==> config.mk <==
export PLATFORM = sky130hd
export DESIGN_NAME = fifo_byte_packer
export DESIGN_NICKNAME = d
export VERILOG_FILES = /design/src/rtl/fifo_byte_packer.sv
export SDC_FILE = /design/constraint.sdc
export NUM_CORES = 1
export LEC_CHECK = 0
export ABC_AREA = 1
export BUFFER_PORTS_ARGS = -buffer_cell sky130_fd_sc_hd__buf_2
export CORE_AREA = 2 2 62 64
export DETAILED_ROUTE_END_ITERATION = 10
export DIE_AREA = 0 0 64 66
export PLACE_DENSITY_LB_ADDON = 0.08
export REMOVE_ABC_BUFFERS = 1
export SYNTH_ARGS = -nofsm -noshare
export SYNTH_HDL_FRONTEND = slang
export SYNTH_SLANG_ARGS = --single-unit
export TNS_END_PERCENT = 100
==> constraint.sdc <==
create_clock -name CLK -period 2.57 [get_ports CLK]
set_input_delay 0.514 -clock CLK [delete_from_list [all_inputs] [get_ports CLK]]
set_output_delay 0.514 -clock CLK [all_outputs]
set_load 0.01 [all_outputs]
==> src/rtl/fifo_byte_packer.sv <==
// Drains a registered-output synchronous FIFO and packs BYTES_PER_WORD entries into one
// wide word presented on a valid/ready handshake; Flush emits a partial word with a keep mask.
module fifo_byte_packer #(
    parameter int FIFO_WIDTH     = 8,
    parameter int BYTES_PER_WORD = 4,
    parameter int CNT_WIDTH      = $clog2(BYTES_PER_WORD) + 1
) (
    input  logic                                 CLK,
    input  logic                                 rst_n,
    input  logic                                 Fifo_Empty,
    input  logic [FIFO_WIDTH-1:0]                Fifo_Data,
    output logic                                 Fifo_Rd_Req,
    input  logic                                 Flush,
    output logic [FIFO_WIDTH*BYTES_PER_WORD-1:0] Word_out,
    output logic [BYTES_PER_WORD-1:0]            Word_Keep,
    output logic                                 Word_Valid,
    input  logic                                 Word_Ready
);

    localparam int                   WORD_WIDTH = FIFO_WIDTH * BYTES_PER_WORD;
    localparam logic [CNT_WIDTH:0]   LANES_EXT  = (CNT_WIDTH + 1)'(BYTES_PER_WORD);
    localparam logic [CNT_WIDTH-1:0] LAST_LANE  = CNT_WIDTH'(BYTES_PER_WORD - 1);
    localparam logic [CNT_WIDTH-1:0] CNT_ONE    = CNT_WIDTH'(1);
    localparam logic [CNT_WIDTH-1:0] CNT_ZERO   = {CNT_WIDTH{1'b0}};

    typedef enum logic [0:0] {
        FILL = 1'b0,
        HOLD = 1'b1
    } state_t;

    state_t                   state_r, state_next_s;
    logic [CNT_WIDTH-1:0]     count_r, count_next_s;
    logic                     rd_pending_r;
    logic                     flush_pend_r, flush_pend_next_s;
    logic [WORD_WIDTH-1:0]    word_r, word_next_s;
    logic [BYTES_PER_WORD-1:0] keep_r, keep_next_s;
    logic                     valid_r, valid_next_s;
    logic                     rd_req_s;
    logic [CNT_WIDTH:0]       inflight_s;

    // Lanes already captured plus the one still in flight from the FIFO register.
    assign inflight_s = {1'b0, count_r} + {CNT_ZERO, rd_pending_r};

    // Read request: only while filling, never on empty, never past a full word or a pending flush.
    always_comb begin
        rd_req_s = 1'b0;
        if (rst_n && (state_r == FILL) && !Fifo_Empty && !flush_pend_r && (inflight_s < LANES_EXT)) begin
            rd_req_s = 1'b1;
        end else begin
            rd_req_s = 1'b0;
        end
    end

    assign Fifo_Rd_Req = rd_req_s;
    assign Word_out    = word_r;
    assign Word_Keep   = keep_r;
    assign Word_Valid  = valid_r;

    // Next-state logic: lane capture, word completion, flush and output handshake.
    always_comb begin
        state_next_s      = state_r;
        count_next_s      = count_r;
        flush_pend_next_s = flush_pend_r;
        word_next_s       = word_r;
        keep_next_s       = keep_r;
        valid_next_s      = valid_r;
        case (state_r)
            FILL: begin
                if (rd_pending_r) begin
                    for (int i = 0; i < BYTES_PER_WORD; i++) begin
                        if (count_r == CNT_WIDTH'(i)) begin
                            word_next_s[i*FIFO_WIDTH +: FIFO_WIDTH] = Fifo_Data;
                            keep_next_s[i]                          = 1'b1;
                        end else begin
                            keep_next_s[i] = keep_r[i];
                        end
                    end
                    count_next_s = count_r + CNT_ONE;
                end else begin
                    count_next_s = count_r;
                end
                // A completing capture wins over any flush, so no empty word follows a full one.
                if (rd_pending_r && (count_r == LAST_LANE)) begin
                    state_next_s      = HOLD;
                    valid_next_s      = 1'b1;
                    flush_pend_next_s = 1'b0;
                end else if (flush_pend_r && !rd_pending_r && (count_r != CNT_ZERO)) begin
                    state_next_s      = HOLD;
                    valid_next_s      = 1'b1;
                    flush_pend_next_s = 1'b0;
                end else if (Flush && (inflight_s != {1'b0, CNT_ZERO})) begin
                    flush_pend_next_s = 1'b1;
                end else begin
                    flush_pend_next_s = flush_pend_r;
                end
            end
            HOLD: begin
                if (Word_Ready) begin
                    state_next_s = FILL;
                    count_next_s = CNT_ZERO;
                    word_next_s  = {WORD_WIDTH{1'b0}};
                    keep_next_s  = {BYTES_PER_WORD{1'b0}};
                    valid_next_s = 1'b0;
                end else begin
                    state_next_s = HOLD;
                end
            end
            default: begin
                state_next_s      = FILL;
                count_next_s      = CNT_ZERO;
                flush_pend_next_s = 1'b0;
                word_next_s       = {WORD_WIDTH{1'b0}};
                keep_next_s       = {BYTES_PER_WORD{1'b0}};
                valid_next_s      = 1'b0;
            end
        endcase
    end

    // State and output registers.
    always_ff @(posedge CLK or negedge rst_n) begin
        if (!rst_n) begin
            state_r      <= FILL;
            count_r      <= CNT_ZERO;
            rd_pending_r <= 1'b0;
            flush_pend_r <= 1'b0;
            word_r       <= {WORD_WIDTH{1'b0}};
            keep_r       <= {BYTES_PER_WORD{1'b0}};
            valid_r      <= 1'b0;
        end else begin
            state_r      <= state_next_s;
            count_r      <= count_next_s;
            rd_pending_r <= rd_req_s;
            flush_pend_r <= flush_pend_next_s;
            word_r       <= word_next_s;
            keep_r       <= keep_next_s;
            valid_r      <= valid_next_s;
        end
    end

endmodule

# Word-level counts from Yosys, hierarchy flattened
# Cells that the tools add are included.
word_totals:
  ff_bits: 43
  wordCells: 78
  out_inout_bits: 38
  inputBits: 13
classes:
  mux: 29
  addsub: 2
  n_lt_le_gt_ge: 1
  n_reduce_logical: 22
  bitwise: 1
  n_eq_ne: 10
ops:
  columns: ["op", "n"]
  rows:
  - ["2-to-1 mux 32 bit", 2]
  - ["case mux 32 bit (2 select lines)", 1]
  - ["2-to-1 mux 8 bit", 4]
  - ["2-to-1 mux 1 bit", 14]
  - ["AND reduction 3 bit", 4]
  - ["logical AND 1 bit", 8]
  - ["2-to-1 mux 4 bit", 2]
  - ["!= test 2 x 1 -> 1 bit (second input constant)", 4]
  - ["case mux 4 bit (2 select lines)", 1]
  - ["equality test 3 x 2 -> 1 bit (second input constant)", 2]
  - ["2-to-1 mux 3 bit", 2]
  - ["case mux 3 bit (2 select lines)", 1]
  - ["AND reduction 2 bit", 3]
  - ["nonzero test 3 bit", 2]
  - ["adder 3 x 1 -> 4 bit", 1]
  - ["less-than comparator 4 x 3 -> 1 bit (second input constant)", 1]
  - ["!= test 2 bit (second input constant)", 2]
  - ["case mux 1 bit (2 select lines)", 2]
  - ["nonzero test 4 bit", 1]
  - ["adder 3 x 1 -> 3 bit (second input constant)", 1]
  - ["equality test 3 x 1 -> 1 bit (second input constant)", 1]
  - ["zero test 1 bit", 3]
  - ["zero test 3 bit", 1]
  - ["!= test 3 x 1 -> 1 bit (second input constant)", 1]
  - ["NOT 1 bit", 1]

# Longest topological paths before layout
# Gate-level depths: netlist of run 1.
logic_depth:
  ltp_word: 6
  depth_mapped: 7
  mapped_depth_nobuf: 7

# Worst setup path before layout of run 1
# No wires, ideal clock.
synth_timing:
  path_kind: "reg2out"
  start: "register count_r[0]"
  end: "output port Fifo_Rd_Req"
  path_slack_ns: 0.708
  path_stages_with_launch: 6
  arrival_ns: 1.348
  t_required_ns: 2.056
  n_path_buf: 0
  cell_sequence: "dfrtp_1 > ha_1 > ha_1 > nand2_1 > nand3_1 > nor4_1"
synth_between:
  elab_chain_len: 4
synth_lines:
  columns: ["item", "line", "rtl"]
  rows:
  - ["from (decl)", "32", "logic [CNT_WIDTH-1:0] count_r, count_next_s;"]
  - ["from (signal assigned)", "131", "count_r <= count_next_s;"]
  - ["adder 3 x 1 -> 4 bit", "42", "assign inflight_s = {1'b0, count_r} + {CNT_ZERO, rd_pending_r};"]
  - ["less-than comparator 4 x 3 -> 1 bit", "47", "if (rst_n && (state_r == FILL) && !Fifo_Empty && !flush_pend_r && (inflight_s < LANES_EXT)) begin"]
  - ["logical AND 1 bit", "47", null]
  - ["2-to-1 mux 1 bit", "47", null]
  - ["to (decl)", "12", "output logic Fifo_Rd_Req,"]
# Every way passes these cells.

# Worst setup path in the final report of run 1
# Ends and elaborated chain as after synthesis.

==> results of run 1 <==
through the flow:
stage / power [W] / util [%] / hold WS (ns) / instance area, µm²
after floorplan: 0.00149 / - / 0.218 / 1820
after global placement: 0.00175 / 60.2 / 0.458 / 2140
after detailed placement: 0.00178 / 60.2 / 0.465 / 2140
after CTS: 0.00215 / 62.1 / 0.252 / 2210
after global routing: 0.00229 / 62.3 / 0.277 / 2210
final: 0.00212 / 62.3 / 0.232 / 2210
power by group:
group	internal, W	switching (W)	total (W)
Combinational	0.000301	0.000450	0.000752
Sequential	0.000874	0.000134	0.00101
Clock	0.000161	0.000204	0.000365
repair_timing:
item | CTS | global route
gates resized for setup | 0 | 1
endpoints found under the setup margin | 0 | 1
setup buffers | 0 | 0
kinds of logic (layout without fill, tap and decap cells):
group                      Yosys count  after routing
adders and majority gates            7              7
AOI/OAI and AO/OA                   38             38
DFF                                 43             43
and+or+nand+nor                     64             64
buffers and inverters               26             77
state kept, by name (all words and copies together), names as in the netlist:
name and flops:
state_r 1, Word_Keep 4, Word_Valid 1, rd_pending_r 1
count_r 3, flush_pend_r 1, Word_out 32
placed cells by master, fill, tap and decap left out, drive strengths merged:
cell	instances
buf	51
dfrtp	43
nand3	38
o21ai	35
nand2	21
inv	18
clkbuf	8
ha	7
nor2	3
a21oi	2
nor4	1
o22ai	1
nand4	1
critical path: stages (launching register included):
cell	delay, ns
dfrtp_1	0.44
ha_1	0.23
ha_1	0.20
nand2_1	0.10
nand3_1	0.10
nor4_2	0.19
buf_2	0.18
metal layers:
layer	track usage [%]	wire length [µm]
met5	0	0
met4	7.34	51
met3	5.28	204
met2	35.0	1840
met1	25.2	1730
how the worst max path moves through the flow:
stage,startpoint,endpoint,slack [ns],cells after the start
finish,count_r[0]$_DFFE_PN0P_,Fifo_Rd_Req,0.25,6
global route,count_r[0]$_DFFE_PN0P_,Fifo_Rd_Req,0.11,6
CTS,count_r[0]$_DFFE_PN0P_,Fifo_Rd_Req,0.15,6
detailed placement,count_r[0]$_DFFE_PN0P_,Fifo_Rd_Req,0.56,6
global placement,count_r[0]$_DFFE_PN0P_,Fifo_Rd_Req,0.68,6
floorplan,count_r[0]$_DFFE_PN0P_,Fifo_Rd_Req,0.71,5
area by class of cell:
type | count | area [µm²] | area share [%]
flip-flops and latches | 43 | 1080 | 48.6
repair buffers | 51 | 258 | 11.7
multi-input cells | 109 | 682 | 30.8
inverters | 18 | 67.6 | 3.05
clock buffers | 8 | 68.8 | 3.11
well taps | 48 | 60.1 | 2.71
==> out/results.txt, run 1 <==
Synth Flop Type: dfrtp_1
DIE HEIGHT: 66 µm
share of cells above drive strength 1: 32.8%
share of the synthesized area in the top cell type: 56.7%
Hold WC Path Type: input pin to asynchronous set/reset pin
CTS buffer count: 5
reg2reg setup slack: 1.05 ns
Post-Synth Adder-Cell Area: 4.61%
DP HPWL: 2620 µm
Skew-Pair Late Insertion Delay: 0.35 ns
Core ar.: 0.00355 mm²
cell area after synthesis: 0.00190 mm²
count of cell types in the netlist: 21
Die W: 64 µm
largest family of logic cells by synthesized area: simple AND/OR/NAND/NOR gates
Final Hold Fails: 0
fin cells: 277
Post-Place Worst Slack: 0.562 ns
Worst Path Max Fanout: 4
Max Clk Rate: 0.432 GHz
first-pass GRT wire length: 6550 µm
number of global-route vias before repair: 1,410
Total GRT Usage: 20.5%
drt pass-1 iters: 5
simple-gate area share of the yosys netlist: 19.3%
fin. max-slew vios: 0
Avg Vias per Cell: 5.19
IO Port Bufs: 50
CP Launch Type: flop
Post-Synth XOR/XNOR Area: 0%
Initial Util: 53.5%
Worst-path clk slew: 0.12 ns
TritonCTS Sinks: 43
total gr overflow: 0
cell with the most instances after synthesis: dfrtp_1
Synth-to-Final Area Change: 16.5%
fin crit period: 2.32 ns
MaxCap Viol Count: 0
EDFF count, synth: 0
Crit. End Element: output pin
post-synthesis mux area share: 0%
hold_buf cts: 0
H-tree Lvls: 2
worst reg2reg endpoint: count_r[1]$_DFFE_PN0P_
largest area contributor in the netlist: dfrtp_1
nets: 248
P_leak: 1.21 nW
layout filler cell count: 305
total die area: 0.00422 mm²
# IOs: 51
worst r2r src: state_r$_DFF_PN0_
period utilisation layout: 90.1%
violation count after the first detailed-routing iteration: 44
Final ANT Viol Nets: 0
synth warn: 0
# setup viols final: 0
final setup skew: 0.0111 ns
GP Congestion: 0.784
dpl cells: 269
Vias: 1,439
Worst-Margin Slew: 0.744 ns
Max Root-Sink Buffers: 2
Worst EP required: 2.06 ns
syn avg cell area: 10.7 µm²
largest cells by area after synthesis: dfrtp_1 57%, nand3_1 8.7%, o21ai_1 6.3%
Reg2Reg Depth: 3
Seq/Total Area, Yosys: 56.7%
PD cells: 961 mW/mm²
Yosys reg bits: 43
final worst setup slack: 0.255 ns
complex-gate fraction of the synthesized area: 11.7%
fraction of registers with async set/reset: 100%
root buf cell: clkbuf_4
TritonCTS clock tree: done
post-synthesis cell count: 178
max_slew headroom: 50.2%
status: completed
VDD IR max: 0.431 mV
critical path class: flop to output pin
Sum Neg Setup Slack: 0 ns
largest net degree at the start of global routing: 44
wire per inst: 13.8 µm
Rows: 22
CP Data Arrival Time: 1.80 ns
Synth top cells by count: 43 x dfrtp_1, 33 x nand3_1, 24 x o21ai_1
final wirelength: 3830 µm
RSZ-0062 raised after global routing: no
ANT cells: 0
DR DRC count: 0
initial antenna violation count: 0
No activity file was read; power rests on OpenSTA's default activity.
==> run 2: changes to the inputs <==
--- a/config.mk
+++ b/config.mk
@@ -11,6 +11,7 @@
 export DETAILED_ROUTE_END_ITERATION = 10
 export DIE_AREA = 0 0 64 66
 export PLACE_DENSITY_LB_ADDON = 0.08
+export RECOVER_POWER = 25
 export REMOVE_ABC_BUFFERS = 1
 export SYNTH_ARGS = -nofsm -noshare
 export SYNTH_HDL_FRONTEND = slang
==> run 2 against run 1 <==
Net effect:
- sequential power about the same
- critical path depth did not move
- worst setup slack hardly changed
- core utilization is 0.11 points lower
- wire length is essentially flat
- sequential cell count is the same
- global-route usage stayed put
- maximum frequency is essentially flat
- die area is the same
- first-iteration DRC count fell by 6.8%
- critical path type unchanged
- highest routed layer unchanged
==> out/results.txt, run 2 (synthesis results as in run 1) <==
Rows: 22
TritonCTS Sinks: 43
TritonCTS clock tree: done
IO Port Bufs: 50
DP HPWL: 2620 µm
Final Hold Fails: 0
Synth-to-Final Area Change: 16.3%
total gr overflow: 0
DIE HEIGHT: 66 µm
fin crit period: 2.32 ns
# resized after CTS: 0
status: completed
layout filler cell count: 306
worst hold slack: 0.316 ns
Max Clk Rate: 0.432 GHz
slowest CP cell: dfrtp_1
H-tree Lvls: 2
drt pass-1 iters: 5
post-CTS setup buffers: 0
Worst EP required: 2.06 ns
Final ANT Viol Nets: 0
share of cells above drive strength 1: 32.3%
hold_buf cts: 0
multi-input combinational cell area: 682 µm²
Die W: 64 µm
GP Congestion: 0.784
number of global-route vias before repair: 1,410
max_slew headroom: 32.3%
Worst Path Max Fanout: 4
fin. max-slew vios: 0
final worst setup slack: 0.255 ns
final setup skew: 0.0111 ns
MaxCap Viol Count: 0
Placed Area: 0.00214 mm²
Worst-path clk slew: 0.12 ns
period utilisation layout: 90.1%
RSZ-0062 raised after global routing: no
# setup viols final: 0
largest net degree at the start of global routing: 44
root buf cell: clkbuf_4
commonest non-fill, non-tap cell in the layout: buf_2
violation count after the first detailed-routing iteration: 41
ANT cells: 0
Initial Util: 53.5%
Core ar.: 0.00355 mm²
register area: 0.00108 mm²
Total GRT Usage: 20.5%
commonest non-fill, non-tap cells in the layout: 49 x buf_2, 43 x dfrtp_1, 33 x nand3_1, 24 x o21ai_1, 19 x nand2_1
wire per inst: 13.8 µm
PD cells: 962 mW/mm²
Vias: 1,440
Avg Vias per Cell: 5.20
DR DRC count: 0
Largest register FFs: 32
first-pass GRT wire length: 6550 µm
Worst path most repeated cell: ha_1
Sum Neg Setup Slack: 0 ns
Skew-Pair Late Insertion Delay: 0.35 ns
Post-Place Worst Slack: 0.562 ns
initial antenna violation count: 0
# IOs: 51
nets: 248
Worst-Margin Slew: 1.02 ns
Hold WC Path Type: input pin to flop
CP Launch Type: flop
CP Data Arrival Time: 1.80 ns
fin area: 0.00221 mm²
final wirelength: 3830 µm
Crit. End Element: output pin
Max Root-Sink Buffers: 2
VDD IR max: 0.431 mV
P_leak: 1.21 nW
critical-path cell list: ha_1 -> ha_1 -> nand2_1 -> nand3_1 -> nor4_2 -> buf_2
CTS buffer count: 5
critical path class: flop to output pin
largest stage delay on the critical path: 0.44 ns
total die area: 0.00422 mm²
## run 2: changes by cell type in the layout (fill, tap and decap cells not counted)
| cell | change |
|---|---|
| buf_4 | -1 |
| buf_2 | -1 |
| clkbuf_1 | +1 |
| clkbuf_2 | +1 |
## run 2: critical path, delay by kind of cell, from the launching register on
kind | cells | cell delay (ns)
AND/OR/NAND/NOR | 3 | 0.39
adder cells (fa/ha/maj) | 2 | 0.43
buffers and inverters | 1 | 0.18
flip-flops | 1 | 0.44
## run 2: layout make-up
cell class / instances / area share [%]
multi-input cells: 109 / 30.9
clock buffers: 8 / 3.12
well taps: 48 / 2.72
flip-flops and latches: 43 / 48.7
inverters: 18 / 3.06
repair buffers: 51 / 11.5
## run 2: final timing paths
kind / slack, ns / startpoint / to / cells past startpoint
worst max register to register: 1.05 / state_r$_DFF_PN0_ / count_r[1]$_DFFE_PN0P_ / 3
worst max-delay path: 0.25 / count_r[0]$_DFFE_PN0P_ / Fifo_Rd_Req / 6
worst min register to register: 0.48 / flush_pend_r$_DFFE_PN0P_ / rd_pending_r$_DFF_PN0_ / 1
min in group asynchronous: 0.47 / rst_n / count_r[0]$_DFFE_PN0P_ / 2
max in group asynchronous: 1.46 / rst_n / Word_Keep[3]$_DFFE_PN0P_ / 2
worst min-delay path: 0.32 / Fifo_Empty / rd_pending_r$_DFF_PN0_ / 2
## run 2: per-stage QoR
step           std cells  total power [W]  util [%]
2_1_floorplan        170          0.00149         -
3_3_place_gp         269          0.00175      60.2
3_5_place_dp         269          0.00178      60.2
4_1_cts              277          0.00215      62.1
5_1_grt              277          0.00229      62.2
6_report             277          0.00212      62.2
## run 2: per-layer routing
layer	global-route usage, %	vias up	wire [µm]
met3	5.28	6	204
met4	7.34	0	51
met2	35.0	35	1840
met1	25.2	699	1730
met5	0	-	0
li1	-	700	-
## run 2: power breakdown
part	total (W)	switching (W)	internal (W)
logic	0.000751	0.000450	0.000300
registers	0.00101	0.000134	0.000874
clock network	0.000365	0.000204	0.000161
total	0.00212	0.000788	0.00134
==> run 3: changes to the inputs <==
--- a/config.mk
+++ b/config.mk
@@ -7,9 +7,9 @@
 export LEC_CHECK = 0
 export ABC_AREA = 1
 export BUFFER_PORTS_ARGS = -buffer_cell sky130_fd_sc_hd__buf_2
-export CORE_AREA = 2 2 62 64
+export CORE_AREA = 2 2 87 47
 export DETAILED_ROUTE_END_ITERATION = 10
-export DIE_AREA = 0 0 64 66
+export DIE_AREA = 0 0 89 49
 export PLACE_DENSITY_LB_ADDON = 0.08
 export RECOVER_POWER = 25
 export REMOVE_ABC_BUFFERS = 1
==> run 3 against run 2 <==
Net effect:
- clock-buffer cell count decreased by 2
- sequential cell count is the same
- worst setup slack improved by 0.086 ns
- core utilization decreased by 1.9 points
- cell count grew 1.8%
- sequential power about the same
- wire length grew 0.73%
- via count about the same
- cell area grew 0.57%
- maximum frequency increased by 3.8%
- first-iteration DRC count up 59%
- largest cell class unchanged
- largest power group unchanged
==> out/results.txt, run 3 (synthesis results as in run 1) <==
post-CTS setup buffers: 0
TritonCTS Sinks: 43
dpl cells: 276
total die area: 0.00436 mm²
Skew-Pair Late Insertion Delay: 0.28 ns
total gr overflow: 0
Worst path most repeated cell: ha_1
largest stage delay on the critical path: 0.41 ns
period utilisation layout: 86.8%
P_leak: 1.21 nW
slowest CP cell: dfrtp_1
Avg Vias per Cell: 5.10
root buf cell: clkbuf_8
final setup skew: 0.00558 ns
Final Hold Fails: 0
share of cells above drive strength 1: 31.6%
Crit. End Element: output pin
Hold WC Path Type: input pin to flop
# IOs: 51
fin. max-slew vios: 0
DIE HEIGHT: 49 µm
wire per inst: 13.7 µm
number of global-route vias before repair: 1,277
nets: 249
Worst EP required: 2.06 ns
CTS buffer count: 5
CP Data Arrival Time: 1.72 ns
Worst Path Buf+Inv: 1
PD cells: 969 mW/mm²
Max Clk Rate: 0.448 GHz
# resized after CTS: 0
critical-path cell list: ha_1 -> ha_1 -> nand2_1 -> nand3_1 -> nor4_1 -> buf_2
critical path class: flop to output pin
Total GRT Usage: 19.3%
Worst-Margin Slew: 1.05 ns
status: completed
Worst-path clk slew: 0.07 ns
Worst Path Max Fanout: 4
commonest non-fill, non-tap cells in the layout: 49 x buf_2, 43 x dfrtp_1, 33 x nand3_1, 24 x o21ai_1, 19 x nand2_1
fin cells: 282
IO Port Bufs: 50
ANT cells: 0
GP Congestion: 0.802
final wirelength: 3850 µm
MaxCap Viol Count: 0
Rows: 16
Core ar.: 0.00368 mm²
Sum Neg Setup Slack: 0 ns
initial antenna violation count: 0
DR DRC count: 0
Synth-to-Final Area Change: 17.0%
dominant delay contributor by cell family on the critical path: simple AND/OR/NAND/NOR gates
H-tree Lvls: 2
CP Launch Type: flop
first-pass GRT wire length: 6240 µm
Final Total Pwr: 0.00215 W
violation count after the first detailed-routing iteration: 65
hold_buf cts: 0
largest net degree at the start of global routing: 44
Vias: 1,439
fin crit period: 2.23 ns
# setup viols final: 0
VDD IR max: 0.515 mV
drt pass-1 iters: 4
Max Root-Sink Buffers: 2
DP HPWL: 2670 µm
max_slew headroom: 29.7%
commonest non-fill, non-tap cell in the layout: buf_2
Initial Util: 51.5%
Die W: 89 µm
RSZ-0062 raised after global routing: no
TritonCTS clock tree: done
Final ANT Viol Nets: 0
Largest register FFs: 32
run 3: changes by cell type in the layout (fill, tap and decap cells not counted), sizes merged:
cell    previous run  this run
clkbuf            10         8
buf               49        50
run 3: path summary, 6_finish.rpt:
path	start	end	slack (ns)	depth (start not counted)
max	count_r[0]$_DFFE_PN0P_	Fifo_Rd_Req	0.34	6
min	Fifo_Empty	rd_pending_r$_DFF_PN0_	0.39	2
max reg2reg	state_r$_DFF_PN0_	Word_out[7]$_DFFE_PN0P_	1.04	4
min reg2reg	Word_Keep[1]$_DFFE_PN0P_	Word_Keep[1]$_DFFE_PN0P_	0.48	2
max in group asynchronous	rst_n	Word_out[3]$_DFFE_PN0P_	1.41	2
min in group asynchronous	rst_n	count_r[2]$_DFFE_PN0P_	0.53	2
run 3: report_power, final:
| part | switching, W | internal (W) |
|---|---|---|
| logic | 0.000460 | 0.000303 |
| registers | 0.000134 | 0.000876 |
| clock network | 0.000199 | 0.000181 |
| total | 0.000793 | 0.00136 |
run 3: cell type report:
| type | count | area, µm² |
|---|---|---|
| fillers | 317 | 1460 |
| multi-input cells | 109 | 676 |
| flip-flops and latches | 43 | 1080 |
| repair buffers | 52 | 262 |
| well taps | 54 | 67.6 |
| inverters | 18 | 67.6 |
| clock buffers | 6 | 72.6 |
run 3: per-layer routing:
layer  track usage [%]  share of wire, %  vias to the layer above
li1                  -                 -                      705
met1              27.9                51                      681
met2              28.0                43                       51
met3              6.09               6.3                        2
met4              5.97              0.36                        0
met5                 0                 0                        -
run 3: through the flow:
| step | setup WS [ns] | utilization, % | cell area, µm² | hold WS, ns |
|---|---|---|---|---|
| floorplan | 0.708 | - | 1820 | 0.218 |
| global placement | 0.683 | 58.4 | 2150 | 0.458 |
| detailed placement | 0.629 | 58.4 | 2150 | 0.466 |
| CTS | 0.314 | 60.4 | 2220 | 0.321 |
| global route | 0.161 | 60.3 | 2220 | 0.385 |
| finish | 0.340 | 60.3 | 2220 | 0.393 |
